### config.mk
export PLATFORM = sky130hd
export DESIGN_NAME = des_key_schedule_gen
export DESIGN_NICKNAME = d
export VERILOG_FILES = /design/src/rtl/des_key_schedule_gen.sv
export SDC_FILE = /design/constraint.sdc
export NUM_CORES = 1
export LEC_CHECK = 0
export BUFFER_PORTS_ARGS = -buffer_cell sky130_fd_sc_hd__buf_4
export CAP_MARGIN = 10
export CORE_MARGIN = 10
export CORE_UTILIZATION = 23
export DETAILED_ROUTE_END_ITERATION = 16
export GPL_TIMING_DRIVEN = 0
export PLACE_DENSITY = 0.46
export RECOVER_POWER = 50
export SYNTH_ARGS = -nofsm -noshare
export SYNTH_HDL_FRONTEND = slang
export SYNTH_SLANG_ARGS = --single-unit
### constraint.sdc
create_clock -name clk -period 2.1 [get_ports clk]
set_input_delay 0.105 -clock clk [delete_from_list [all_inputs] [get_ports clk]]
set_output_delay 0.105 -clock clk [all_outputs]
set_load 0.01 [all_outputs]
### src/rtl/des_key_schedule_gen.sv
// des_key_schedule_gen: iterative DES key schedule, one 48-bit round key per clock.
// Optional build macro DES_KEY_PARITY_CHECK_EN adds a per-byte odd-parity check.
module des_key_schedule_gen #(
    parameter int NUM_ROUNDS = 16,
    parameter int KEY_W      = 48
) (
    input  logic                               clk,
    input  logic                               n_rst,
    input  logic                               start,
    input  logic [0:63]                        key_in,
    input  logic                               decrypt,
    output logic                               busy,
    output logic                               keys_valid,
    output logic [0:NUM_ROUNDS-1][0:KEY_W-1]   round_keys,
    output logic                               parity_error
);

    typedef enum logic [1:0] {S_IDLE, S_RUN, S_DONE} state_e;

    localparam int PC1 [56] = '{
        56, 48, 40, 32, 24, 16,  8,  0, 57, 49, 41, 33, 25, 17,
         9,  1, 58, 50, 42, 34, 26, 18, 10,  2, 59, 51, 43, 35,
        62, 54, 46, 38, 30, 22, 14,  6, 61, 53, 45, 37, 29, 21,
        13,  5, 60, 52, 44, 36, 28, 20, 12,  4, 27, 19, 11,  3
    };

    localparam int PC2 [48] = '{
        13, 16, 10, 23,  0,  4,  2, 27, 14,  5, 20,  9,
        22, 18, 11,  3, 25,  7, 15,  6, 26, 19, 12,  1,
        40, 51, 30, 36, 46, 54, 29, 39, 50, 44, 32, 47,
        43, 48, 38, 55, 33, 52, 45, 41, 49, 35, 28, 31
    };

    state_e                             state_q, state_d;
    logic [0:27]                        c_q, c_d, d_q, d_d;
    logic [0:27]                        pc1_c, pc1_d, rot_c, rot_d;
    logic [0:55]                        cd_rot;
    logic [0:KEY_W-1]                   pc2_k;
    logic [3:0]                         cnt_q, cnt_d, slot;
    logic                               mode_q, mode_d;
    logic [0:NUM_ROUNDS-1][0:KEY_W-1]   keys_q, keys_d;
    logic                               one_shift, accept;

    for (genvar g = 0; g < 28; g++) begin : g_pc1
        assign pc1_c[g] = key_in[PC1[g]];
        assign pc1_d[g] = key_in[PC1[g+28]];
    end

    // Rounds 1, 2, 9 and 16 rotate by one; all others by two.
    always_comb begin
        one_shift = (cnt_q == 4'd0) || (cnt_q == 4'd1) ||
                    (cnt_q == 4'd8) || (cnt_q == 4'd15);
        rot_c = one_shift ? {c_q[1:27], c_q[0]} : {c_q[2:27], c_q[0:1]};
        rot_d = one_shift ? {d_q[1:27], d_q[0]} : {d_q[2:27], d_q[0:1]};
    end

    assign cd_rot = {rot_c, rot_d};

    for (genvar g = 0; g < 48; g++) begin : g_pc2
        assign pc2_k[g] = cd_rot[PC2[g]];
    end

    assign slot   = mode_q ? (4'd15 - cnt_q) : cnt_q;
    assign accept = start && (state_q != S_RUN);

    always_comb begin
        state_d = state_q;
        c_d     = c_q;
        d_d     = d_q;
        cnt_d   = cnt_q;
        mode_d  = mode_q;
        keys_d  = keys_q;
        unique case (state_q)
            S_IDLE, S_DONE: begin
                if (accept) begin
                    state_d = S_RUN;
                    c_d     = pc1_c;
                    d_d     = pc1_d;
                    cnt_d   = 4'd0;
                    mode_d  = decrypt;
                end
            end
            S_RUN: begin
                c_d          = rot_c;
                d_d          = rot_d;
                cnt_d        = cnt_q + 4'd1;
                keys_d[slot] = pc2_k;
                if (cnt_q == 4'd15) begin
                    state_d = S_DONE;
                end
            end
            default: state_d = S_IDLE;
        endcase
    end

    always_ff @(posedge clk or negedge n_rst) begin
        if (!n_rst) begin
            state_q <= S_IDLE;
            c_q     <= '0;
            d_q     <= '0;
            cnt_q   <= '0;
            mode_q  <= 1'b0;
            keys_q  <= '0;
        end else begin
            state_q <= state_d;
            c_q     <= c_d;
            d_q     <= d_d;
            cnt_q   <= cnt_d;
            mode_q  <= mode_d;
            keys_q  <= keys_d;
        end
    end

    assign busy       = (state_q == S_RUN);
    assign keys_valid = (state_q == S_DONE);
    assign round_keys = keys_q;

`ifdef DES_KEY_PARITY_CHECK_EN
    logic [7:0] byte_even;
    logic       par_q;

    for (genvar b = 0; b < 8; b++) begin : g_par
        assign byte_even[b] = ~^key_in[8*b +: 8];
    end

    always_ff @(posedge clk or negedge n_rst) begin
        if (!n_rst) begin
            par_q <= 1'b0;
        end else if (accept) begin
            par_q <= |byte_even;
        end
    end

    assign parity_error = par_q;
`else
    // PC-1 discards the parity bits; they only matter to the optional check.
    logic unused_parity_bits;
    assign unused_parity_bits = ^{key_in[7],  key_in[15], key_in[23], key_in[31],
                                  key_in[39], key_in[47], key_in[55], key_in[63]};
    assign parity_error = 1'b0;
`endif

endmodule
==> impl_results.md <==
- Status: complete, but fails checks
- Failing checks: negative hold slack, max-capacitance violations, max-slew violations, negative setup slack
- Pwr dens: 2170 nW/um^2
- Synthesis-to-finish area growth: 62.5%
- Final min period: approximately 2.4 ns
- Sinks on Clock Net: around 830
- Grt ovf: 0
- Starting Density: a little under a quarter
- H-tree depth: 3
- Worst path cell trace: buf_6, inv_2, ha_4, nor2_4, a22oi_2, buf_6, buf_12, buf_6, buf_12, mux2i_4, buf_12, clkbuf_16, o21ai_2
- Post-DR vias/cell: between 4 and 5
- Max Freq: roughly 0.42 GHz
- Total power: approximately 110 mW
- CP max-delay cell: dfrtp_2
- Max incr delay on CP: ~0.42 ns
- Die X-Extent: approximately 390 um
- Per-cell routed wire length: around 30 um
- Ports: between 800 and 900
- Nets: 4200
- Seq cells post-synth: between 800 and 900
- DR iter-0 viols: about 1800
- CP endpoint kind: register
- Most common cell after layout, fill and taps aside: dfrtp_1
- CORE AREA: around 140000 um^2
- Area occupied by multi-input gates: 12100 um^2
- CTS tree: yes
- Filler instances: approximately 14000
- Die height: a little under 400 um
- Gpl congestion: around 0.8
- CTS buffer count: 95
- Vias in the first global route: ~29000
- Unrepaired setup endpoints after global routing: true
- Post-Layout Inst Area: 50800 um^2
- Syn Inst Count: around 2900
- Final setup margin: -0.292 ns
- Detailed Place HPWL: between 100 and 150 mm
- Vias: between 20000 and 30000
- Critical-path maximum fanout: 8
- Clock buffer depth: 3
- Crit-path leading delay family: buffers and inverters
- Area post-placement: between 40000 and 50000 um^2
- Metal-1 WL: 77.4 mm
- Final core occ: 37.6%
- Share of layout cells above drive strength 1: 42.8%
- Netlist Area Pre-Place: between 30000 and 40000 um^2
- Post-placement setup slack: -1.67 ns
- Final slew viol count: 25
- Area of the die: 151000 um^2
- Tcrit/Tclk final: 114%
- Avg Cell Area, Syn: between 10 and 15 um^2
- Critical path class: reg -> reg
- Syn. warnings: 0
- WHS: -0.658 ns
- Commonest cells after routing, fill and taps aside: 828 x dfrtp_1, 816 x nand2_1, 615 x buf_4
- Lkg Pwr: ~24 nW
- Top sig layer: met5
- Max VDD drop: 0.00101 V
- I/O Buffers: a little over 800
- First-pass GRT wire length: around 240 mm
- Skew-Pair Late Insertion Delay: approximately 0.7 ns
- Met2 routed WL: ~84 mm
- Final Hold Viols: between 200 and 250
- Bufs and invs on worst path: 8
- Final ANT Viol Nets: 0
- Initial antenna violation count: 23
- Std cell rows: approximately 140
- Worst hold path type: in -> async
- Largest net degree at the start of global routing: around 110
- Critical path data required time: between 2 and 3 ns
- Arr. time, crit path: approximately 3.0 ns
- Yosys cell types: 47
- Wire length on met3: approximately 14 mm
- Worst-margin pin slew: 1.51 ns
- Reg clk slew, reported paths: approximately 0.060 ns
- Mapped Nets: 2974
- Register Area: between 20000 and 25000 um^2
- Max-Cap Viols: 1
- Final Setup Violations: ~800
- Layout Skew: about 0.033 ns
- Final wirelength: around 180 mm
- Setup crit start kind: register
- Drt pass-1 iters: 5
- Seq/Total Area, Yosys: 66.5%
- DR DRC count: 0
- All-Layer GR Usage: 22.3%
- Slew headroom: -0.398%
- Root buffer cell: clkbuf_16
[routing by layer]
layer / GRT usage [%] / vias to the layer above
met1: 28.3 / 14700
met3: 7.07 / 235
li1: - / 12400
met5: 0 / -
met2: 36.8 / 1000
met4: 5.75 / 14
[cells by family after synthesis]
kind of cell | share of synthesized area [%]
other | 0.0120
AOI/OAI and AO/OA | 14.9
adders and majority gates | 0.120
DFF | 66.5
buffers and inverters | 4.01
xor gates and xnor gates | 0.0560
and+or+nand+nor | 10.6
muxes | 3.86
[Yosys cell counts (all sizes together)]
cell type / count / area, um^2
dfrtp: 831 / 20800
and4b: 1 / 10.0
nor3b: 6 / 76.3
nor4b: 1 / 15.0
xor2: 1 / 8.76
nand4: 1 / 6.26
nand3b: 1 / 7.51
nand3: 1 / 5.00
nor2b: 2 / 12.5
nor3: 2 / 15.0
o22ai: 8 / 50.1
and2: 1 / 6.26
clkbuf: 114 / 432
a22o: 1 / 8.76
inv: 4 / 15.0
a21o: 1 / 7.51
buf: 134 / 807
ha: 3 / 37.5
a21oi: 8 / 40.0
o21ai: 776 / 3880
o211ai: 2 / 15.0
conb: 1 / 3.75
and3: 2 / 12.5
and3b: 6 / 52.6
nor2: 3 / 11.3
o221ai: 58 / 589
mux2i: 100 / 1110
nand2b: 2 / 12.5
a22oi: 5 / 42.5
mux2: 9 / 101
o2bb2ai: 1 / 8.76
nand2: 816 / 3060
xnor2: 1 / 8.76
[cell type report]
cell class / instances / share of cell area [%]
buffer: 237 / 4.82
timing repair buffer: 1140 / 19.6
tap: 1781 / 4.39
antenna: 16 / 0.0788
sequential: 831 / 40.9
inverter: 4 / 0.0493
multi-input combinational: 1820 / 23.9
clock buffer: 154 / 5.79
clock inverter: 18 / 0.456
[registers in the layout, summed over array words and instances (netlist names)]
name        flops
state_q         2
round_keys    768
mode_q          1
cnt_q           4
c_q            28
d_q            28
[report_power, final]
part           internal [mW]  total [mW]  switching (mW)  leakage, nW
clock                   10.0        17.2            7.19         1.57
sequential              22.9        27.8            4.96         10.7
combinational           28.6        65.0            36.4         11.3
total                   61.5         110            48.6         23.6
[repair_timing]
item	in CTS	in global routing
hold buffers	57	1
setup endpoints to repair	826	1023
setup buffers	165	39
pin swaps	193	306
hold endpoints to repair	151	196
gates resized for setup	738	771
cloned	28	14
[through the flow]
stage               hold WS [ns]  cells  TNS (ns)
CTS                       -0.572   5947   -136.13
global placement           0.351   5512  -8618.24
finish                    -0.658   6001   -108.89
floorplan                 -0.191   2903    -13.42
detailed placement         0.215   5532   -848.42
global route              -0.654   5995   -190.14
[final timing paths]
kind / startpoint / to / slack, ns / depth (start not counted)
max in group asynchronous: n_rst / round_keys[439] / 0.11 / 5
min reg2reg: round_keys[453] / round_keys[453] / 0.47 / 2
max reg2reg: cnt_q[0] / round_keys[319] / -0.29 / 13
max: cnt_q[0] / round_keys[319] / -0.29 / 13
min: n_rst / round_keys[230] / -0.66 / 1
min in group clk: start / d_q[14] / 0.09 / 4
(Power assumes the default switching activity.)
